==> src/rtl/dma_pkg.sv <==
// Shared AXI3 read-channel constants and FSM state type for the DDR -> stream read DMA.
package dma_pkg;
    localparam logic [1:0] BURST_INCR    = 2'b01;
    localparam logic [2:0] SIZE_8B       = 3'b011;
    localparam logic [3:0] LEN_16        = 4'hF;
    localparam logic [3:0] CACHE_DEFAULT = 4'b0011;
    localparam logic [2:0] PROT_DEFAULT  = 3'b000;
    localparam int         BURST_BEATS   = 16;
    localparam int         BURST_BYTES   = 128;

    typedef enum logic [1:0] {IDLE, RUN, DRAIN} state_t;
endpackage

==> src/rtl/dma_stream_reader_if.sv <==
// AXI3 read-address/read-data channels plus the outgoing valid/ready stream.
interface dma_stream_reader_if #(parameter int ADDR_W = 32);
    logic [ADDR_W-1:0] araddr;
    logic [3:0]        arlen;
    logic [2:0]        arsize;
    logic [1:0]        arburst;
    logic [3:0]        arcache;
    logic [2:0]        arprot;
    logic              arvalid;
    logic              arready;
    logic [63:0]       rdata;
    logic [1:0]        rresp;
    logic              rlast;
    logic              rvalid;
    logic              rready;
    logic [63:0]       stream_data;
    logic              stream_valid;
    logic              stream_ready;

    modport master (
        output araddr, arlen, arsize, arburst, arcache, arprot, arvalid, rready,
        output stream_data, stream_valid,
        input  arready, rdata, rresp, rlast, rvalid, stream_ready
    );
    modport slave (
        input  araddr, arlen, arsize, arburst, arcache, arprot, arvalid, rready,
        input  stream_data, stream_valid,
        output arready, rdata, rresp, rlast, rvalid, stream_ready
    );
endinterface

==> src/rtl/dma_sync_fifo.sv <==
// Single-clock first-word-fall-through FIFO with occupancy count.
module dma_sync_fifo #(
    parameter int WIDTH = 64,
    parameter int DEPTH = 64
) (
    input  logic                     clk,
    input  logic                     rst,
    input  logic                     wr_en,
    input  logic [WIDTH-1:0]         wr_data,
    input  logic                     rd_en,
    output logic [WIDTH-1:0]         rd_data,
    output logic                     empty,
    output logic                     full,
    output logic [$clog2(DEPTH):0]   count
);
    localparam int AW = $clog2(DEPTH);

    logic [WIDTH-1:0] mem [DEPTH];
    logic [AW-1:0]    wptr, rptr;
    logic [AW:0]      cnt;
    logic             do_wr, do_rd;

    assign empty   = (cnt == '0);
    assign full    = (cnt == (AW+1)'(DEPTH));
    assign count   = cnt;
    assign do_wr   = wr_en & ~full;
    assign do_rd   = rd_en & ~empty;
    assign rd_data = mem[rptr];

    // Storage has no reset so it can map onto RAM.
    always_ff @(posedge clk)
        if (do_wr) mem[wptr] <= wr_data;

    always_ff @(posedge clk) begin
        if (rst) begin
            wptr <= '0;
            rptr <= '0;
            cnt  <= '0;
        end else begin
            if (do_wr) wptr <= wptr + AW'(1);
            if (do_rd) rptr <= rptr + AW'(1);
            case ({do_wr, do_rd})
                2'b10:   cnt <= cnt + (AW+1)'(1);
                2'b01:   cnt <= cnt - (AW+1)'(1);
                default: cnt <= cnt;
            endcase
        end
    end
endmodule

==> src/rtl/dma_stream_reader.sv <==
// AXI3 read-master DMA: 16x64-bit bursts from a DDR region into a valid/ready stream.
// Optional sticky rresp error flag enabled by `define DMA_READ_RRESP_ERR_EN.
module dma_stream_reader
    import dma_pkg::*;
#(
    parameter int ADDR_W     = 32,
    parameter int FIFO_DEPTH = 64
) (
    input  logic              clk,
    input  logic              rst,
    input  logic              start,
    input  logic              stop,
    input  logic [ADDR_W-1:0] start_address,
    input  logic [ADDR_W-1:0] end_address,
    output logic              finished,
`ifdef DMA_READ_RRESP_ERR_EN
    output logic              rresp_err,
`endif
    dma_stream_reader_if.master bus
);
    localparam int CW = $clog2(FIFO_DEPTH) + 1;
    localparam int OW = $clog2(FIFO_DEPTH / BURST_BEATS) + 1;
    localparam int SW = CW + 1;

    state_t            state;
    logic [ADDR_W-1:0] addr_q, end_q, next_addr;
    logic [OW-1:0]     outstanding;
    logic              arvalid_q, stop_pend;
    logic [CW-1:0]     fifo_count;
    logic              fifo_empty, fifo_full;
    logic              ar_fire, r_fire, rlast_fire, space_ok;
    logic [SW-1:0]     need;
    logic              unused_ok;

    assign ar_fire    = arvalid_q & bus.arready;
    assign r_fire     = bus.rvalid & bus.rready;
    assign rlast_fire = r_fire & bus.rlast;
    assign next_addr  = addr_q + ADDR_W'(BURST_BYTES);

    // Every outstanding burst holds a full 16-word reservation until its rlast.
    assign need     = SW'(fifo_count) + (SW'(outstanding) << 4) + SW'(BURST_BEATS);
    assign space_ok = (need <= SW'(FIFO_DEPTH));

    assign bus.araddr       = addr_q;
    assign bus.arlen        = LEN_16;
    assign bus.arsize       = SIZE_8B;
    assign bus.arburst      = BURST_INCR;
    assign bus.arcache      = CACHE_DEFAULT;
    assign bus.arprot       = PROT_DEFAULT;
    assign bus.arvalid      = arvalid_q;
    assign bus.rready       = (outstanding != '0);
    assign bus.stream_valid = ~fifo_empty;
    assign unused_ok        = ^{fifo_full, bus.rresp};

    dma_sync_fifo #(.WIDTH(64), .DEPTH(FIFO_DEPTH)) u_fifo (
        .clk     (clk),
        .rst     (rst),
        .wr_en   (r_fire),
        .wr_data (bus.rdata),
        .rd_en   (bus.stream_valid & bus.stream_ready),
        .rd_data (bus.stream_data),
        .empty   (fifo_empty),
        .full    (fifo_full),
        .count   (fifo_count)
    );

    always_ff @(posedge clk) begin
        if (rst) begin
            state       <= IDLE;
            addr_q      <= '0;
            end_q       <= '0;
            outstanding <= '0;
            arvalid_q   <= 1'b0;
            stop_pend   <= 1'b0;
            finished    <= 1'b0;
`ifdef DMA_READ_RRESP_ERR_EN
            rresp_err   <= 1'b0;
`endif
        end else begin
            case ({ar_fire, rlast_fire})
                2'b10:   outstanding <= outstanding + OW'(1);
                2'b01:   outstanding <= outstanding - OW'(1);
                default: outstanding <= outstanding;
            endcase
`ifdef DMA_READ_RRESP_ERR_EN
            if (r_fire && bus.rresp != 2'b00) rresp_err <= 1'b1;
`endif
            case (state)
                IDLE: if (start) begin
                    addr_q    <= start_address;
                    end_q     <= end_address;
                    finished  <= 1'b0;
                    stop_pend <= 1'b0;
                    state     <= RUN;
`ifdef DMA_READ_RRESP_ERR_EN
                    rresp_err <= 1'b0;
`endif
                end
                RUN: begin
                    // A pending AR is never withdrawn; a stop waits for its handshake.
                    if (ar_fire) begin
                        arvalid_q <= 1'b0;
                        addr_q    <= next_addr;
                        if (stop || stop_pend || next_addr == end_q) state <= DRAIN;
                    end else if (arvalid_q) begin
                        if (stop) stop_pend <= 1'b1;
                    end else if (stop || stop_pend) begin
                        state <= DRAIN;
                    end else if (space_ok) begin
                        arvalid_q <= 1'b1;
                    end
                end
                DRAIN: if (outstanding == '0 && fifo_empty) begin
                    state    <= IDLE;
                    finished <= 1'b1;
                end
                default: state <= IDLE;
            endcase
        end
    end
endmodule

==> src/flat_wrapper.sv <==
// flat-port wrapper written by rule: the top's interface ports become plain ports
module dma_stream_reader_flat import dma_pkg::*;
#(
    parameter int ADDR_W     = 32,
    parameter int FIFO_DEPTH = 64
)
  (clk, rst, start, stop, start_address, end_address, finished, bus_araddr, bus_arlen, bus_arsize, bus_arburst, bus_arcache, bus_arprot, bus_arvalid, bus_rready, bus_stream_data, bus_stream_valid, bus_arready, bus_rdata, bus_rresp, bus_rlast, bus_rvalid, bus_stream_ready);
  dma_stream_reader_if #(.ADDR_W(ADDR_W)) bus_i ();
  input  logic clk;
  input  logic rst;
  input  logic start;
  input  logic stop;
  input  logic [ADDR_W-1:0] start_address;
  input  logic [ADDR_W-1:0] end_address;
  output logic finished;
  output wire logic [$bits(bus_i.araddr)-1:0] bus_araddr;
  output wire logic [$bits(bus_i.arlen)-1:0] bus_arlen;
  output wire logic [$bits(bus_i.arsize)-1:0] bus_arsize;
  output wire logic [$bits(bus_i.arburst)-1:0] bus_arburst;
  output wire logic [$bits(bus_i.arcache)-1:0] bus_arcache;
  output wire logic [$bits(bus_i.arprot)-1:0] bus_arprot;
  output wire logic [$bits(bus_i.arvalid)-1:0] bus_arvalid;
  output wire logic [$bits(bus_i.rready)-1:0] bus_rready;
  output wire logic [$bits(bus_i.stream_data)-1:0] bus_stream_data;
  output wire logic [$bits(bus_i.stream_valid)-1:0] bus_stream_valid;
  input wire logic [$bits(bus_i.arready)-1:0] bus_arready;
  input wire logic [$bits(bus_i.rdata)-1:0] bus_rdata;
  input wire logic [$bits(bus_i.rresp)-1:0] bus_rresp;
  input wire logic [$bits(bus_i.rlast)-1:0] bus_rlast;
  input wire logic [$bits(bus_i.rvalid)-1:0] bus_rvalid;
  input wire logic [$bits(bus_i.stream_ready)-1:0] bus_stream_ready;
  assign bus_araddr = bus_i.araddr;
  assign bus_arlen = bus_i.arlen;
  assign bus_arsize = bus_i.arsize;
  assign bus_arburst = bus_i.arburst;
  assign bus_arcache = bus_i.arcache;
  assign bus_arprot = bus_i.arprot;
  assign bus_arvalid = bus_i.arvalid;
  assign bus_rready = bus_i.rready;
  assign bus_stream_data = bus_i.stream_data;
  assign bus_stream_valid = bus_i.stream_valid;
  assign bus_i.arready = bus_arready;
  assign bus_i.rdata = bus_rdata;
  assign bus_i.rresp = bus_rresp;
  assign bus_i.rlast = bus_rlast;
  assign bus_i.rvalid = bus_rvalid;
  assign bus_i.stream_ready = bus_stream_ready;
  dma_stream_reader #(.ADDR_W(ADDR_W), .FIFO_DEPTH(FIFO_DEPTH)) u_core (.clk(clk), .rst(rst), .start(start), .stop(stop), .start_address(start_address), .end_address(end_address), .finished(finished), .bus(bus_i));
endmodule
==> config.mk <==
export PLATFORM = sky130hd
export DESIGN_NAME = dma_stream_reader_flat
export DESIGN_NICKNAME = d
export VERILOG_FILES = /design/src/rtl/dma_pkg.sv /design/src/rtl/dma_stream_reader_if.sv /design/src/rtl/dma_sync_fifo.sv /design/src/rtl/dma_stream_reader.sv /design/src/flat_wrapper.sv
export SDC_FILE = /design/constraint.sdc
export NUM_CORES = 2
export LEC_CHECK = 0
export CORE_AREA = 3 3 601 603
export CTS_CLUSTER_DIAMETER = 100
export DETAILED_ROUTE_END_ITERATION = 16
export DIE_AREA = 0 0 604 606
export SYNTH_ARGS = -nofsm -noshare
export SYNTH_HDL_FRONTEND = slang
export SYNTH_SLANG_ARGS = --single-unit
==> constraint.sdc <==
create_clock -name clk -period 6.42 [get_ports clk]
set_input_delay 1.284 -clock clk [delete_from_list [all_inputs] [get_ports clk]]
set_output_delay 1.284 -clock clk [all_outputs]
set_load 0.01 [all_outputs]
==> impl_results.md <==
* IO Count at between 200 and 300
* GRT Overall Usage at 23.6%
* Synth Area in Compound Gates at less than 1%
* Adder-cell share of the synthesized area at 0.147%
* Core area at 356000 um2
* Setup skew after layout at 0.0721 ns
* Static leakage at 54.8 nW
* RSZ-0062 raised after global routing: false
* Status: finished, final reports clean
* Post-synth top area cell: edfxtp_1
* Worst-Margin Slew at 1.18 ns
* I/O Buffers at 235
* Mux cell area share after synthesis at 18.9%
* Distinct cells, synth at 61
* Std-Cell Rows at 219
* Critical Path Sink Type: output pin
* Share of cells above drive strength 1 at 31.3%
* Post-synth top area share at between 70% and 80%
* Post-synthesis cell count at 6536
* Largest net degree at the start of global routing at 82
* CP required at 5.14 ns
* Area growth syn-to-layout at 15.1%
* RePlAce Congestion at approximately 0.82
* Die H at 606 um
* Die width at 604 um
* Part of the cycle the worst path needs at between 90% and 100%
* Initial antenna violation count at 30
* Die Footprint at 366000 um2
* Max-cap viol count at 0
* Post-CTS resize count at 0
* Clock tree buffer depth at 4
* Clk_lat worst skew at 0.96 ns
* DP Wirelength at 221000 um
* Critical path launch point type: register
* TritonCTS clock tree: done
* WP data arrival at 4.69 ns
* Hold Path Class: reg2reg
* Primary FF master, synth: edfxtp_1
* Period minus WS final at 5.98 ns
* CTS sink cnt at 4193
* CTS clock-pin slew for the worst setup and hold paths at 0.06 ns
* Routed Antenna Nets at 0
* Synth top area cells: edfxtp_1 (77%), mux4_2 (19%), dfxtp_1 (1.2%)
* PD cells at 328 nW/um2
* Final #Nets at about 7300
* Post-Synth XOR/XNOR Area at 0.300%
* Final Max Slew Viols at 0
* Setup_tns at 0 ns
* EDFF count, synth at 4096
* Ys async rst share at 0%
* Initial DRC Count at 9624
* Worst hold slack at 0.466 ns
* Fmax at 167 MHz
* Yosys warnings at 0
* Synth Area per Inst at 24.5 um2
* Final setup viols at 0
* CTS Root Cell: clkbuf_16
* Via count at ~76000
* Main combinational cell family by area after synthesis: multiplexers
* GRT Residual Overflow at 0
* Cts hold-fix bufs at 0
* Simple-gate share of the synthesized area at 1.02%
* Post-CTS Setup Bufs at 0
* #FFs+latches synth at 4193
* Initial Util at 45.1%
* CTS H-tree depth at 5
* Mapped cell area at 160000 um2
* Vias in the first global route at 76123
* Drt total wl at 433000 um
* Num CTS Buffers at 427
* DR pass1 iterations at 6
* Final hold viol count at 0
* Crit Path Max Fanout at 26
* Wire per inst at about 35 um
* Worst vdd ir at around 260 uV
* Vias per Instance at 6.22
* Sequential fraction of the synthesis area at 77.9%
* Rel. slew slack at between 20% and 30%
* First-pass GRT wire length at 603000 um
* Crit path kind: reg2out
* DRC at 0
-- cell families after synthesis --
| kind of cell | Yosys count |
|---|---|
| DFF | 4193 |
| muxes | 1350 |
| buffers and inverters | 389 |
| and+or+nand+nor | 363 |
| AOI/OAI and AO/OA | 167 |
| xor gates and xnor gates | 55 |
| adders and majority gates | 17 |
| other | 2 |
-- worst max-delay path, stage by stage (launching register included) --
cell and delay [ns]:
dfxtp_4 0.78, buf_12 0.28, buf_12 0.22, buf_12 0.27
mux4_2 0.55, mux4_2 0.54, mux4_2 0.52, clkdlybuf4s50_1 0.52
-- Yosys cell counts (3+ instances only) --
| library cell | count |
|---|---|
| o22ai_1 | 9 |
| ha_1 | 14 |
| nor3_1 | 20 |
| dfxtp_1 | 97 |
| nand2_1 | 123 |
| clkbuf_1 | 194 |
| or3_1 | 6 |
| o311ai_0 | 3 |
| buf_1 | 40 |
| buf_6 | 6 |
| a21oi_1 | 87 |
| mux4_2 | 1344 |
| a211oi_1 | 12 |
| fa_1 | 3 |
| o21ai_0 | 29 |
| nor2_1 | 128 |
| and4_1 | 4 |
| buf_2 | 90 |
| o31ai_1 | 6 |
| edfxtp_1 | 4096 |
| or2_2 | 3 |
| or4_1 | 4 |
| a22oi_1 | 4 |
| inv_1 | 21 |
| xnor2_1 | 32 |
| and2_1 | 6 |
| and3_1 | 10 |
| nand2b_1 | 4 |
| buf_4 | 38 |
| nand4_1 | 8 |
| nor2b_1 | 7 |
| or3b_2 | 3 |
| xor2_1 | 23 |
| nor4_1 | 6 |
| nand3_1 | 22 |
| mux2i_1 | 5 |
-- state kept, by name, indices dropped and copies added, names as in the netlist, named ones only --
| signal | count |
|---|---|
| u_core.bus.araddr | 32 |
| u_core.bus.arvalid | 1 |
| u_core.end_q | 32 |
| u_core.finished | 1 |
| u_core.outstanding | 3 |
| u_core.state | 2 |
| u_core.stop_pend | 1 |
| u_core.u_fifo.count | 7 |
| u_core.u_fifo.mem | 4096 |
| u_core.u_fifo.rptr | 6 |
| u_core.u_fifo.wptr | 6 |
-- cells in the final DEF (no fill, tap or decap), types with 7 or more instances in the layout --
cell type        count
o21ai_0             28
clkdlybuf4s50_1    181
buf_2               54
nor3_1              20
inv_6                8
edfxtp_1          4096
and3_1              10
clkinvlp_4           9
a21oi_1             87
ha_1                14
nor2_4              63
mux4_2            1344
clkbuf_1            84
xor2_1              23
nor2b_1              7
nor2_1              64
clkinv_1           110
buf_4              132
bufinv_16           32
inv_1               20
dfxtp_1             91
nand2_1            123
nand4_1              8
nand3_1             22
a211oi_1            12
xnor2_1             32
clkbuf_16          434
diode_2              8
o22ai_1              9
conb_1              16
buf_12             144
clkinv_2            85
-- final cells by class --
type | instances | area (um2)
Sequential cell | 4193 | 125000
Clock inverter | 262 | 2290
Clock buffer | 518 | 11200
Inverter | 21 | 83.8
Fill cell | 27105 | 171000
Antenna cell | 8 | 20.0
Multi-Input combinational cell | 1968 | 34200
Tap cell | 4751 | 5940
Timing Repair Buffer | 511 | 5960
-- report_power, final --
part           internal, mW  total, mW  leakage, nW  switching (mW)
Combinational          3.53       6.39         10.7            2.86
Clock                  13.7       24.0         6.59            10.3
Sequential             30.1       30.2         37.6           0.105
Total                  47.3       60.5         54.8            13.3
-- path summary, 6_finish.rpt --
check	from	to	slack [ns]	cells after the start
min reg2reg	u_core.end_q[2]	u_core.end_q[2]	0.47	2
max	register	bus_stream_data[44]	0.44	7
min	u_core.end_q[2]	u_core.end_q[2]	0.47	2
max reg2reg	u_core.u_fifo.count[0]	u_core.u_fifo.count[6]	2.52	15
-- per-stage QoR --
stage	util [%]	std cells	power, mW	instance area, um2	worst slack, ns
after floorplan	-	6550	35.3	160000	0.975
after global placement	48.1	11444	37.2	171000	1.37
after detailed placement	48.1	11444	37.3	171000	1.36
after CTS	51.9	12224	61.2	185000	0.288
after global routing	51.9	12226	62.5	185000	0.278
final	51.9	12232	60.5	185000	0.442
-- per-layer routing --
metal / global-route usage, % / routed length [um] / vias to the layer above
met1: 33.4 / 174000 / 42340
li1: - / - / 29495
met3: 3.83 / 34800 / 726
met4: 6.77 / 13100 / 16
met5: 0 / 97 / -
met2: 38.2 / 212000 / 3482
Note: power is estimated with default switching activity, not from simulation.
